[config.mk]
export PLATFORM = sky130hd
export DESIGN_NAME = uart_rx_flat
export DESIGN_NICKNAME = d
export VERILOG_FILES = /design/src/rtl/uart_rx_if.sv /design/src/rtl/uart_rx.sv /design/src/flat_wrapper.sv
export SDC_FILE = /design/constraint.sdc
export NUM_CORES = 1
export LEC_CHECK = 0
export CAP_MARGIN = 20
export CORE_UTILIZATION = 44
export DETAILED_ROUTE_END_ITERATION = 10
export PLACE_DENSITY = 0.72
export SLEW_MARGIN = 20
export SYNTH_ARGS = -nofsm -noshare
export SYNTH_HDL_FRONTEND = slang
export SYNTH_SLANG_ARGS = --single-unit
[constraint.sdc]
create_clock -name clk -period 4.6 [get_ports clk]
set_input_delay 0.69 -clock clk [delete_from_list [all_inputs] [get_ports clk]]
set_output_delay 0.69 -clock clk [all_outputs]
set_load 0.05 [all_outputs]
[src/rtl/uart_rx_if.sv]
// Serial receive interface. The line side drives rx, and the receiver returns
// the received byte together with its status pulses.
interface uart_rx_if;
  logic       rx;
  logic [7:0] rx_data;
  logic       rx_valid;
  logic       frame_err;
  logic       busy;

  // Line side: drives the serial input and observes the receiver outputs.
  modport master (
    output rx,
    input  rx_data, rx_valid, frame_err, busy
  );

  // Receiver side.
  modport slave (
    input  rx,
    output rx_data, rx_valid, frame_err, busy
  );
endinterface

[src/rtl/uart_rx.sv]
// 8N1 UART receiver. The sampling point is mid-bit: the start bit is
// confirmed HALF cycles after the falling edge, and each later bit is
// sampled one full bit period after the previous sample.
module uart_rx #(
  parameter int unsigned CLKS_PER_BIT = 10316
) (
  input  logic     clk,
  input  logic     rst_n,
  uart_rx_if.slave bus
);

  localparam logic [15:0] HALF_M1 = 16'(CLKS_PER_BIT / 2 - 1);
  localparam logic [15:0] BIT_M1  = 16'(CLKS_PER_BIT - 1);

  typedef enum logic [2:0] {IDLE, START, DATA, STOP, BREAK} state_t;

  logic        rx_meta, rx_s;
  state_t      state, state_d;
  logic [15:0] cnt, cnt_d;
  logic [2:0]  bit_idx, bit_idx_d;
  logic [7:0]  shift, shift_d;
  logic [7:0]  data_q, data_d;
  logic        valid_q, valid_d;
  logic        err_q, err_d;

  // Two-flop synchronizer. Both flops reset to the idle level so that no
  // false start edge appears after reset.
  always_ff @(posedge clk) begin
    // NOTE: sequential state uses non-blocking assignments so that every
    // flop samples the values from before the clock edge.
    if (!rst_n) begin
      rx_meta <= 1'b1;
      rx_s    <= 1'b1;
    end else begin
      rx_meta <= bus.rx;
      rx_s    <= rx_meta;
    end
  end

  // State register and datapath registers.
  always_ff @(posedge clk) begin
    if (!rst_n) begin
      state   <= IDLE;
      cnt     <= '0;
      bit_idx <= '0;
      shift   <= '0;
      data_q  <= '0;
      valid_q <= 1'b0;
      err_q   <= 1'b0;
    end else begin
      state   <= state_d;
      cnt     <= cnt_d;
      bit_idx <= bit_idx_d;
      shift   <= shift_d;
      data_q  <= data_d;
      valid_q <= valid_d;
      err_q   <= err_d;
    end
  end

  // Next-state logic. The counter is cleared at every sample point, so it
  // never exceeds CLKS_PER_BIT-1 and cannot wrap.
  always_comb begin
    // NOTE: every signal gets a default first, so no path can leave one
    // unassigned and infer a latch.
    state_d   = state;
    cnt_d     = cnt + 16'd1;
    bit_idx_d = bit_idx;
    shift_d   = shift;
    data_d    = data_q;
    valid_d   = 1'b0;
    err_d     = 1'b0;
    unique case (state)
      IDLE: begin
        cnt_d = '0;
        if (!rx_s) state_d = START;
      end
      START: begin
        if (cnt == HALF_M1) begin
          cnt_d     = '0;
          bit_idx_d = '0;
          state_d   = rx_s ? IDLE : DATA;
        end
      end
      DATA: begin
        if (cnt == BIT_M1) begin
          cnt_d     = '0;
          shift_d   = {rx_s, shift[7:1]};
          bit_idx_d = bit_idx + 3'd1;
          if (bit_idx == 3'd7) state_d = STOP;
        end
      end
      STOP: begin
        if (cnt == BIT_M1) begin
          cnt_d = '0;
          if (rx_s) begin
            data_d  = shift;
            valid_d = 1'b1;
            state_d = IDLE;
          end else begin
            err_d   = 1'b1;
            state_d = BREAK;
          end
        end
      end
      BREAK: begin
        cnt_d = '0;
        if (rx_s) state_d = IDLE;
      end
      default: state_d = IDLE;
    endcase
  end

  assign bus.rx_data   = data_q;
  assign bus.rx_valid  = valid_q;
  assign bus.frame_err = err_q;
  assign bus.busy      = (state != IDLE);

endmodule

[src/flat_wrapper.sv]
// flat-port wrapper written by rule: the top's interface ports become plain ports
module uart_rx_flat 
#(
  parameter int unsigned CLKS_PER_BIT = 10316
)
  (clk, rst_n, bus_rx, bus_rx_data, bus_rx_valid, bus_frame_err, bus_busy);
  uart_rx_if bus_i ();
  input  logic clk;
  input  logic rst_n;
  input wire logic [$bits(bus_i.rx)-1:0] bus_rx;
  output wire logic [$bits(bus_i.rx_data)-1:0] bus_rx_data;
  output wire logic [$bits(bus_i.rx_valid)-1:0] bus_rx_valid;
  output wire logic [$bits(bus_i.frame_err)-1:0] bus_frame_err;
  output wire logic [$bits(bus_i.busy)-1:0] bus_busy;
  assign bus_i.rx = bus_rx;
  assign bus_rx_data = bus_i.rx_data;
  assign bus_rx_valid = bus_i.rx_valid;
  assign bus_frame_err = bus_i.frame_err;
  assign bus_busy = bus_i.busy;
  uart_rx #(.CLKS_PER_BIT(CLKS_PER_BIT)) u_core (.clk(clk), .rst_n(rst_n), .bus(bus_i));
endmodule
==> results of run 1 <==
[state kept, by name (all words and copies together) (netlist names)]
register and count:
u_core.cnt 16, u_core.bit_idx 3, u_core.bus.rx_valid 1, u_core.rx_meta 1, u_core.rx_s 1, u_core.state 3
u_core.bus.frame_err 1, u_core.bus.rx_data 8, u_core.shift 8
[path summary, 6_finish.rpt]
kind,from,end,slack (ps),depth (start not counted)
hold reg to reg,u_core.rx_meta,u_core.rx_s,430,1
hold / removal,u_core.rx_meta,u_core.rx_s,430,1
setup / recovery,u_core.cnt[0],u_core.bit_idx[2],2130,6
setup reg to reg,u_core.cnt[0],u_core.bit_idx[2],2130,6
[through the flow]
step | util | cells | cell area, µm²
floorplan | - | 196 | 1820
global placement | 0.492 | 250 | 1970
detailed placement | 0.492 | 250 | 1970
CTS | 0.515 | 258 | 2060
global route | 0.515 | 258 | 2060
finish | 0.515 | 258 | 2060
[synth_stat cells, drive strengths merged]
cell type	count
nand2	13
and3	4
nor2b	1
buf	5
o21a	1
nor3	5
xor2	7
o21ai	3
xnor2	7
nor2	41
inv	2
or4	2
clkinv	1
mux2i	16
o22ai	4
nand3b	1
a21oi	3
nand3	11
or4b	2
or3	1
nand2b	4
dfxtp	42
nand4	2
ha	4
nor4	4
clkbuf	4
or3b	2
or4bb	1
nand4b	3
[layer usage]
layer,part of all wire,vias to the layer above,global-route usage
met5,0,-,0
met4,0.012,0,0.0452
met3,0.021,4,0.0517
met2,0.42,16,0.217
met1,0.54,575,0.220
li1,-,692,-
[cell families (layout without fill, tap and decap cells)]
group,after synthesis,in the layout,share of synthesized area
xor gates and xnor gates,14,14,0.0672
buffers and inverters,12,24,0.0329
muxes,16,16,0.0878
adders and majority gates,4,4,0.0274
AOI/OAI and AO/OA,11,11,0.0343
DFF,42,42,0.461
and+or+nand+nor,97,97,0.289
[cell usage in the layout (no fill, tap or decap), types with 2 or more instances in the layout]
cell / count
sky130_fd_sc_hd__xnor2_1: 7
sky130_fd_sc_hd__nor2_1: 41
sky130_fd_sc_hd__nor4_1: 2
sky130_fd_sc_hd__nand2_1: 13
sky130_fd_sc_hd__nor3_1: 5
sky130_fd_sc_hd__or3b_2: 2
sky130_fd_sc_hd__nand2b_1: 4
sky130_fd_sc_hd__and3_1: 4
sky130_fd_sc_hd__nor4_4: 2
sky130_fd_sc_hd__nand3_2: 2
sky130_fd_sc_hd__a21oi_1: 3
sky130_fd_sc_hd__nand3_1: 9
sky130_fd_sc_hd__o21ai_0: 2
sky130_fd_sc_hd__xor2_1: 7
sky130_fd_sc_hd__clkbuf_8: 5
sky130_fd_sc_hd__inv_1: 2
sky130_fd_sc_hd__nand4b_1: 3
sky130_fd_sc_hd__nand4_1: 2
sky130_fd_sc_hd__o22ai_1: 4
sky130_fd_sc_hd__ha_1: 4
sky130_fd_sc_hd__mux2i_1: 16
sky130_fd_sc_hd__clkdlybuf4s50_1: 13
sky130_fd_sc_hd__dfxtp_1: 42
[power by group through the flow]
stage | clock (µW) | combinational, µW | sequential (µW)
after floorplan | 0 | 8.00 | 374
after global placement | 0 | 10.9 | 375
after detailed placement | 0 | 11.1 | 375
after CTS | 237 | 11.0 | 366
after global routing | 254 | 12.1 | 366
final | 230 | 10.9 | 366
[layout make-up]
type | instances | area [µm²] | share of cell area
Multi-Input combinational cell | 142 | 923 | 0.449
Sequential cell | 42 | 841 | 0.409
Timing Repair Buffer | 13 | 130 | 0.0632
Clock buffer | 5 | 68.8 | 0.0334
Tap cell | 50 | 62.6 | 0.0304
Clock inverter | 3 | 21.3 | 0.0103
Inverter | 3 | 11.3 | 0.00547
==> flow_metrics.tcl, run 1 <==
set metrics [dict create \
    total_core_area_mm2 0.00400 \
    critical_path_fanouts_max 12 \
    buffer_ports.inserted 13 \
    comb_pwr_share 0.018 \
    critical_path.max_stage_delay_ps 560 \
    numClockSinks 42 \
    cts_htree_levels 2 \
    postCtsResizedCells 0 \
    std_cell_rows 23 \
    diodes 0 \
    cts-hold-fix-buffers 0 \
    clock_tree.buffer_depth 2 \
    postRouteWirelength_um 2980 \
    netlist_instances 196 \
    critPathLaunchType "register" \
    cp_data_required_time_ps 4770 \
    postCtsSetupBuffers 0 \
    max-slew-margin-rel 0.579 \
    synth.ff_latch_count 42 \
    setup_tns_ps 0 \
    crit_path_top_delay_cell "sky130_fd_sc_hd__or4bb_1" \
    start_util 0.456 \
    crit_path_leading_delay_family "simple AND/OR/NAND/NOR gates" \
    synth.distinct_cells 36 \
    cell_internal_pwr_uw 475 \
    count_of_pins_on_the_block_boundary 14 \
    dr_total_vias 1287 \
    min_period_ps 2470 \
    power.share.switching 0.217 \
    globalRoute.totalOverflow 0 \
    track_usage 0.154 \
    initialDrtViolationCount 89 \
    p_per_area_mw_per_mm2 295 \
    finish.net_count 214 \
    dpl_worst_slack_ps 2150 \
    final-setup-viol-count 0 \
    post_route_cells_drive_above_1_share 0.0817 \
    postSynthNetCount 203 \
    area_growth_from_synthesis_to_layout_pct 12.8 \
    netlist_top_cells_area "sky130_fd_sc_hd__dfxtp_1 (46%), sky130_fd_sc_hd__mux2i_1 (8.8%), sky130_fd_sc_hd__nor2_1 (8.4%)" \
    hold_slack_ps 429 \
    total_power_uw 606 \
    post_synth_instance_area_mm2 0.00182 \
    max_freq_ghz 0.406 \
    tightest_slew_ps 625 \
    synth_area_leader_cell "sky130_fd_sc_hd__dfxtp_1" \
    power.static_leakage_uw 0.000795 \
    first_global_vias 1183 \
    gp_congestion 0.808 \
    synth.avg_cell_area_um2 9.31 \
    timing.final.hold_violations 0 \
    fillerInstances 371 \
    worst_ir_drop_vdd_v 0.000153 \
    clkPwrFrac 0.379 \
    antenna_left 0 \
    average_wire_per_cell_in_the_routed_design_um 11.6 \
    grt_setup_unrepaired "false" \
    power.share.sequential 0.604 \
    antenna_violations_before_repair 0 \
    worst-setup-path-type "reg2reg" \
    crit_chain "ha_1 -> or4bb_1 -> nor4_4 -> nand3_2 -> o21ai_1 -> o22ai_1" \
    grt_max_degree 19 \
    clkSlewWorstSetupHoldPaths_ps 80 \
    floorplan.die.height_um 66.4 \
    finalMaxSlewViolations 0 \
    drv_cap 0 \
    synth-seq-area-share 0.461 \
    tritoncts_clock_tree "built" \
    top_area_cell_type_share_of_the_netlist_area 0.461 \
    post-route-period-util 0.536 \
    grt_first_pass_wirelength_um 5260 \
    vias_per_cell 4.99 \
    timing.critical_path.to_type "register" \
    timing.critical_path.buf_inv 0 \
    arrival_time_at_the_worst_endpoint_ps 2630 \
    switching_power_uw 132 \
    setup_slack_ps 2130 \
    cts_buffers 5 \
    worst_skew_pair.late_latency_ps 280 \
    die_w_um 66.4 \
    synth-warning-count 0 \
    drt_first_pass_iters 4 \
    cts-root-buf "sky130_fd_sc_hd__clkbuf_8" \
    fin_worst_skew_ps 7.76 \
    place_hpwl_um 2050 \
    drc 0 \
    fp.dieArea_mm2 0.00441 \
    hp-class "reg2reg" \
    run_status "finished clean" \
]
Note: power is estimated with default switching activity, not from simulation.
==> inputs of run 2 (changes only) <==
==> constraint.sdc (replaced) <==
create_clock -name clk -period 2.44 [get_ports clk]
set_input_delay 0.366 -clock clk [delete_from_list [all_inputs] [get_ports clk]]
set_output_delay 0.366 -clock clk [all_outputs]
set_load 0.05 [all_outputs]
==> run 2 against run 1 <==
Against the previous run:
- sequential cell count did not move
- sequential power is 89% higher
- via count grew 4.3%
- critical endpoint is now u_core.cnt[12]
- largest cell class unchanged
- critical path type unchanged
==> flow_metrics.tcl, run 2 (synthesis gave the netlist of run 1 again) <==
set metrics [dict create \
    run_status "finished clean" \
    grt_setup_unrepaired "false" \
    worst_skew_pair.late_latency_ps 290 \
    postRouteWirelength_um 3140 \
    first_global_vias 1149 \
    power.static_leakage_uw 0.000810 \
    registers.top_by_ff_count "u_core.cnt" \
    std_cell_rows 23 \
    place_area_mm2 0.00199 \
    placedCellCount 253 \
    hp-class "reg2reg" \
    timing.final.hold_violations 0 \
    cts-root-buf "sky130_fd_sc_hd__clkbuf_8" \
    antenna_left 0 \
    area_growth_from_synthesis_to_layout_pct 14.5 \
    min_period_ps 2170 \
    globalRoute.totalOverflow 0 \
    finalMaxSlewViolations 0 \
    mostFrequentLayoutCells "sky130_fd_sc_hd__dfxtp_1 (42), sky130_fd_sc_hd__nor2_1 (41), sky130_fd_sc_hd__mux2i_1 (16), sky130_fd_sc_hd__nand2_1 (13), sky130_fd_sc_hd__clkdlybuf4s50_1 (13)" \
    gp_congestion 0.826 \
    start_util 0.456 \
    clock_tree.buffer_depth 2 \
    layout_commonest_cell "sky130_fd_sc_hd__dfxtp_1" \
    cts_buffers 5 \
    max_freq_ghz 0.462 \
    critical_path_fanouts_max 16 \
    setup_tns_ps 0 \
    cts_htree_levels 2 \
    fp.dieArea_mm2 0.00441 \
    tritoncts_clock_tree "built" \
    hold_slack_ps 421 \
    numClockSinks 42 \
    worst-setup-path-type "reg2reg" \
    final-setup-viol-count 0 \
    postCtsResizedCells 0 \
    post_route_cells_drive_above_1_share 0.0948 \
    drv_cap 0 \
    max_ffs_per_register 16 \
    layout.cells.non_filler 261 \
    critPathLaunchType "register" \
    average_wire_per_cell_in_the_routed_design_um 12.0 \
    switching_power_uw 260 \
    comb_pwr_share 0.019 \
    count_of_pins_on_the_block_boundary 14 \
    clkPwrFrac 0.384 \
    timing.critical_path.to_type "register" \
    postLayoutCellArea_mm2 0.00209 \
    max-slew-margin-rel 0.573 \
    finish.net_count 217 \
    die_w_um 66.4 \
    track_usage 0.167 \
    postCtsSetupBuffers 0 \
    post-route-period-util 0.888 \
    drc 0 \
    worst_ir_drop_vdd_v 0.000299 \
    initialDrtViolationCount 87 \
    place_hpwl_um 2130 \
    floorplan.die.height_um 66.4 \
    grt_first_pass_wirelength_um 5450 \
    p_per_area_mw_per_mm2 554 \
    power.share.sequential 0.596 \
    dr_total_vias 1342 \
    buffer_ports.inserted 13 \
    tightest_slew_ps 634 \
    arrival_time_at_the_worst_endpoint_ps 2340 \
    fin_worst_skew_ps 5.97 \
    vias_per_cell 5.14 \
    diodes 0 \
    grt_max_degree 19 \
    drt_first_pass_iters 4 \
    clkSlewWorstSetupHoldPaths_ps 80 \
    total_core_area_mm2 0.00400 \
    cts-hold-fix-buffers 0 \
    antenna_violations_before_repair 0 \
    cell_internal_pwr_uw 896 \
    power.share.switching 0.225 \
    cp_data_required_time_ps 2620 \
]
## run 2: cell count changes in the layout (fill, tap and decap cells not counted)
cell / change
sky130_fd_sc_hd__buf_4: +3
sky130_fd_sc_hd__nand3_2: -1
sky130_fd_sc_hd__nand3_4: +1
## run 2: per-stage QoR
stage | total power (µW) | setup slack, ps | util
finish | 1160 | 273 | 0.522
global route | 1210 | 48.9 | 0.522
global placement | 729 | 246 | 0.498
CTS | 1170 | 166 | 0.520
detailed placement | 728 | 179 | 0.498
floorplan | 720 | 405 | -
## run 2: path summary, 6_finish.rpt
check	startpoint	end	slack (ps)	cells past startpoint
worst min register to register	u_core.rx_meta	u_core.rx_s	420	1
worst max-delay path	u_core.cnt[0]	u_core.cnt[12]	270	6
worst min-delay path	u_core.rx_meta	u_core.rx_s	420	1
worst max register to register	u_core.cnt[0]	u_core.cnt[12]	270	6
## run 2: cell type report
class	instances	area, µm²
multi-input combinational	142	931
timing repair buffer	16	153
fill	379	1910
inverter	3	11.3
tap	50	62.6
clock inverter	3	21.3
clock buffer	5	68.8
sequential	42	841
## run 2: metal layers
| metal | vias to the layer above | part of all wire | global-route usage | wire (µm) |
|---|---|---|---|---|
| met2 | 20 | 0.42 | 0.236 | 1330 |
| met5 | - | 0 | 0 | 0 |
| li1 | 692 | - | - | - |
| met1 | 625 | 0.53 | 0.231 | 1660 |
| met4 | 0 | 0.011 | 0.0638 | 36 |
| met3 | 5 | 0.036 | 0.0569 | 114 |
## run 2: power by group through the flow
stage | Combinational [µW] | Sequential (µW) | Clock (µW)
6_report | 22.4 | 690 | 444
5_1_grt | 24.6 | 691 | 492
4_1_cts | 22.4 | 690 | 461
3_5_place_dp | 22.4 | 706 | 0
3_3_place_gp | 22.5 | 706 | 0
2_1_floorplan | 15.1 | 704 | 0
## run 2: worst max-delay path, stage by stage (launching register included)
cell and delay (ps):
sky130_fd_sc_hd__dfxtp_1 420, sky130_fd_sc_hd__ha_1 180, sky130_fd_sc_hd__or4b_2 600, sky130_fd_sc_hd__nor4_1 330, sky130_fd_sc_hd__a21oi_1 150, sky130_fd_sc_hd__nand3_2 280
sky130_fd_sc_hd__nor2_1 90
==> inputs of run 3 (changes only) <==
--- a/config.mk
+++ b/config.mk
@@ -8,7 +8,6 @@
 export CAP_MARGIN = 20
 export CORE_UTILIZATION = 44
 export DETAILED_ROUTE_END_ITERATION = 10
-export PLACE_DENSITY = 0.72
 export SLEW_MARGIN = 20
 export SYNTH_ARGS = -nofsm -noshare
 export SYNTH_HDL_FRONTEND = slang
==> run 3 against run 2 <==
Against the previous run:
- total power is 8.6% higher
- utilization up 0.69 points
- routed wire length is 4.9% higher
- first-iteration DRC count fell by 1.1%
- clock power increased by 23%
- combinational power is essentially flat
- worst setup slack got worse by 22 ps
- via count increased by 2.1%
- highest routed layer unchanged
==> flow_metrics.tcl, run 3 (synthesis gave the netlist of run 1 again) <==
set metrics [dict create \
    hp-class "reg2reg" \
    gp_congestion 0.882 \
    clock_tree.buffer_depth 2 \
    finalMaxSlewViolations 0 \
    crit-reg2reg-capture "u_core.bit_idx[0]" \
    track_usage 0.176 \
    mostFrequentLayoutCells "sky130_fd_sc_hd__dfxtp_1 (42), sky130_fd_sc_hd__nor2_1 (41), sky130_fd_sc_hd__mux2i_1 (16), sky130_fd_sc_hd__nand2_1 (13), sky130_fd_sc_hd__clkdlybuf4s50_1 (13)" \
    crit_path_leading_delay_family "simple AND/OR/NAND/NOR gates" \
    run_status "finished clean" \
    grt_max_degree 19 \
    worst_ir_drop_vdd_v 0.000252 \
    postRouteWirelength_um 3300 \
    clkSlewWorstSetupHoldPaths_ps 80 \
    max_freq_ghz 0.457 \
    die_w_um 66.4 \
    cp_data_required_time_ps 2620 \
    met1Wirelength_um 1650 \
    comb_pwr_share 0.018 \
    clkPwrFrac 0.433 \
    crit_path_top_delay_cell "sky130_fd_sc_hd__or4b_2" \
    fillerInstances 384 \
    globalRoute.totalOverflow 0 \
    start_util 0.456 \
    drt_first_pass_iters 4 \
    worst_skew_pair.late_latency_ps 300 \
    diodes 0 \
    tightest_slew_ps 659 \
    count_of_pins_on_the_block_boundary 14 \
    post_route_cells_drive_above_1_share 0.0943 \
    timing.final.hold_violations 0 \
    fp.dieArea_mm2 0.00441 \
    cell_internal_pwr_uw 1000 \
    worst-r2r-setup-slack_ps 250 \
    floorplan.die.height_um 66.4 \
    drc 0 \
    registers.top_by_ff_count "u_core.cnt" \
    critPathLaunchType "register" \
    hold_end "u_core.rx_s" \
    finish.net_count 218 \
    timing.critical_path.buf_inv 0 \
    antenna_left 0 \
    p_per_area_mw_per_mm2 594 \
    cts-root-buf "sky130_fd_sc_hd__clkbuf_8" \
    antenna_violations_before_repair 0 \
    dr_total_vias 1370 \
    critical_path.max_stage_delay_ps 600 \
    initialDrtViolationCount 86 \
    wl_met2_um 1510 \
    hold_slack_ps 427 \
    tritoncts_clock_tree "built" \
    power.share.switching 0.203 \
    top_layer "met4" \
    area_growth_from_synthesis_to_layout_pct 16.0 \
    grt_setup_unrepaired "false" \
    setup_tns_ps 0 \
    timing.critical_path.to_type "register" \
    rr_worst_depth 5 \
    grt_first_pass_wirelength_um 5690 \
    fin_worst_skew_ps 5.13 \
    average_wire_per_cell_in_the_routed_design_um 12.6 \
    first_global_vias 1206 \
    numClockSinks 42 \
    power.static_leakage_uw 0.000822 \
    layout_commonest_cell "sky130_fd_sc_hd__dfxtp_1" \
    met3_wirelength_um 98 \
    reg_to_reg_startpoint "u_core.cnt[0]" \
    hold_path_depth 1 \
    cts_buffers 5 \
    std_cell_rows 23 \
    power.share.sequential 0.549 \
    place_hpwl_um 2430 \
    total_core_area_mm2 0.00400 \
    final-setup-viol-count 0 \
    arrival_time_at_the_worst_endpoint_ps 2370 \
    worst-setup-path-type "reg2reg" \
    drv_cap 0 \
    max_ffs_per_register 16 \
    switching_power_uw 255 \
    min_delay_startpoint "u_core.rx_meta" \
    cts_htree_levels 2 \
    post-route-period-util 0.897 \
    max-slew-margin-rel 0.557 \
    buffer_ports.inserted 13 \
    min_period_ps 2190 \
    critical_path_fanouts_max 6 \
    vias_per_cell 5.23 \
    crit_chain "ha_1 -> or4b_2 -> or4_1 -> o21ai_1 -> o22ai_1" \
]
run 3: changes by cell type in the layout (fill, tap and decap cells not counted), sizes merged:
cell    change
clkinv      -2
buf         +1
bufinv      +1
clkbuf      +1
run 3: metal layers:
layer / vias to the layer above / global-route usage
met3: 4 / 0.0638
met2: 13 / 0.268
li1: 703 / -
met5: - / 0
met1: 650 / 0.218
met4: 0 / 0.0824
run 3: worst max path at each step:
| stage | start | end | slack, ps | cells after the start |
|---|---|---|---|---|
| after floorplan | u_core.cnt[0] | u_core.shift[0] | 410 | 7 |
| after global placement | u_core.cnt[0] | u_core.bit_idx[2] | 250 | 6 |
| after detailed placement | u_core.cnt[0] | u_core.bit_idx[0] | 150 | 6 |
| after CTS | u_core.cnt[0] | u_core.bit_idx[0] | 130 | 6 |
| after global routing | u_core.cnt[0] | u_core.bit_idx[0] | 120 | 6 |
| final | u_core.cnt[0] | u_core.bit_idx[0] | 250 | 5 |
run 3: power by group through the flow:
stage                     Combinational [µW]  Sequential, µW  Clock (µW)
after global placement                  22.3             706           0
final                                   22.5             690         544
after floorplan                         15.1             704           0
after CTS                               23.0             690         560
after detailed placement                22.8             706           0
after global routing                    25.0             690         592
run 3: layout make-up:
cell class                 instances  area, µm²  share of cell area
clock inverter                     2       37.5              0.0177
inverter                           3       11.3             0.00532
tap                               50       62.6              0.0296
clock buffer                       6       72.6              0.0343
timing repair buffer              17        160              0.0757
sequential                        42        841               0.397
multi-input combinational        142        931               0.440
run 3: through the flow:
step / instance area (µm²) / setup slack (ps) / instances / util / power (µW)
global route: 2120 / 122 / 262 / 0.529 / 1310
global placement: 2000 / 253 / 254 / 0.500 / 728
floorplan: 1820 / 405 / 196 / - / 720
CTS: 2110 / 128 / 262 / 0.527 / 1270
detailed placement: 2000 / 147 / 254 / 0.500 / 729
finish: 2120 / 252 / 262 / 0.529 / 1260
run 3: what timing repair did:
item / 4_1_cts / 5_1_grt
endpoints found under the setup margin: 0 / 2
buffers inserted: 0 / 0
hold buffers: 0 / 0
resized for setup: 0 / 1
run 3: worst reg2reg max path: cells and delay by family (launching register included):
kind / cells / cell delay [ps]
flip-flops: 1 / 430
AO/OA/AOI/OAI: 2 / 390
AND/OR/NAND/NOR: 2 / 1070
adder cells (fa/ha/maj): 1 / 200
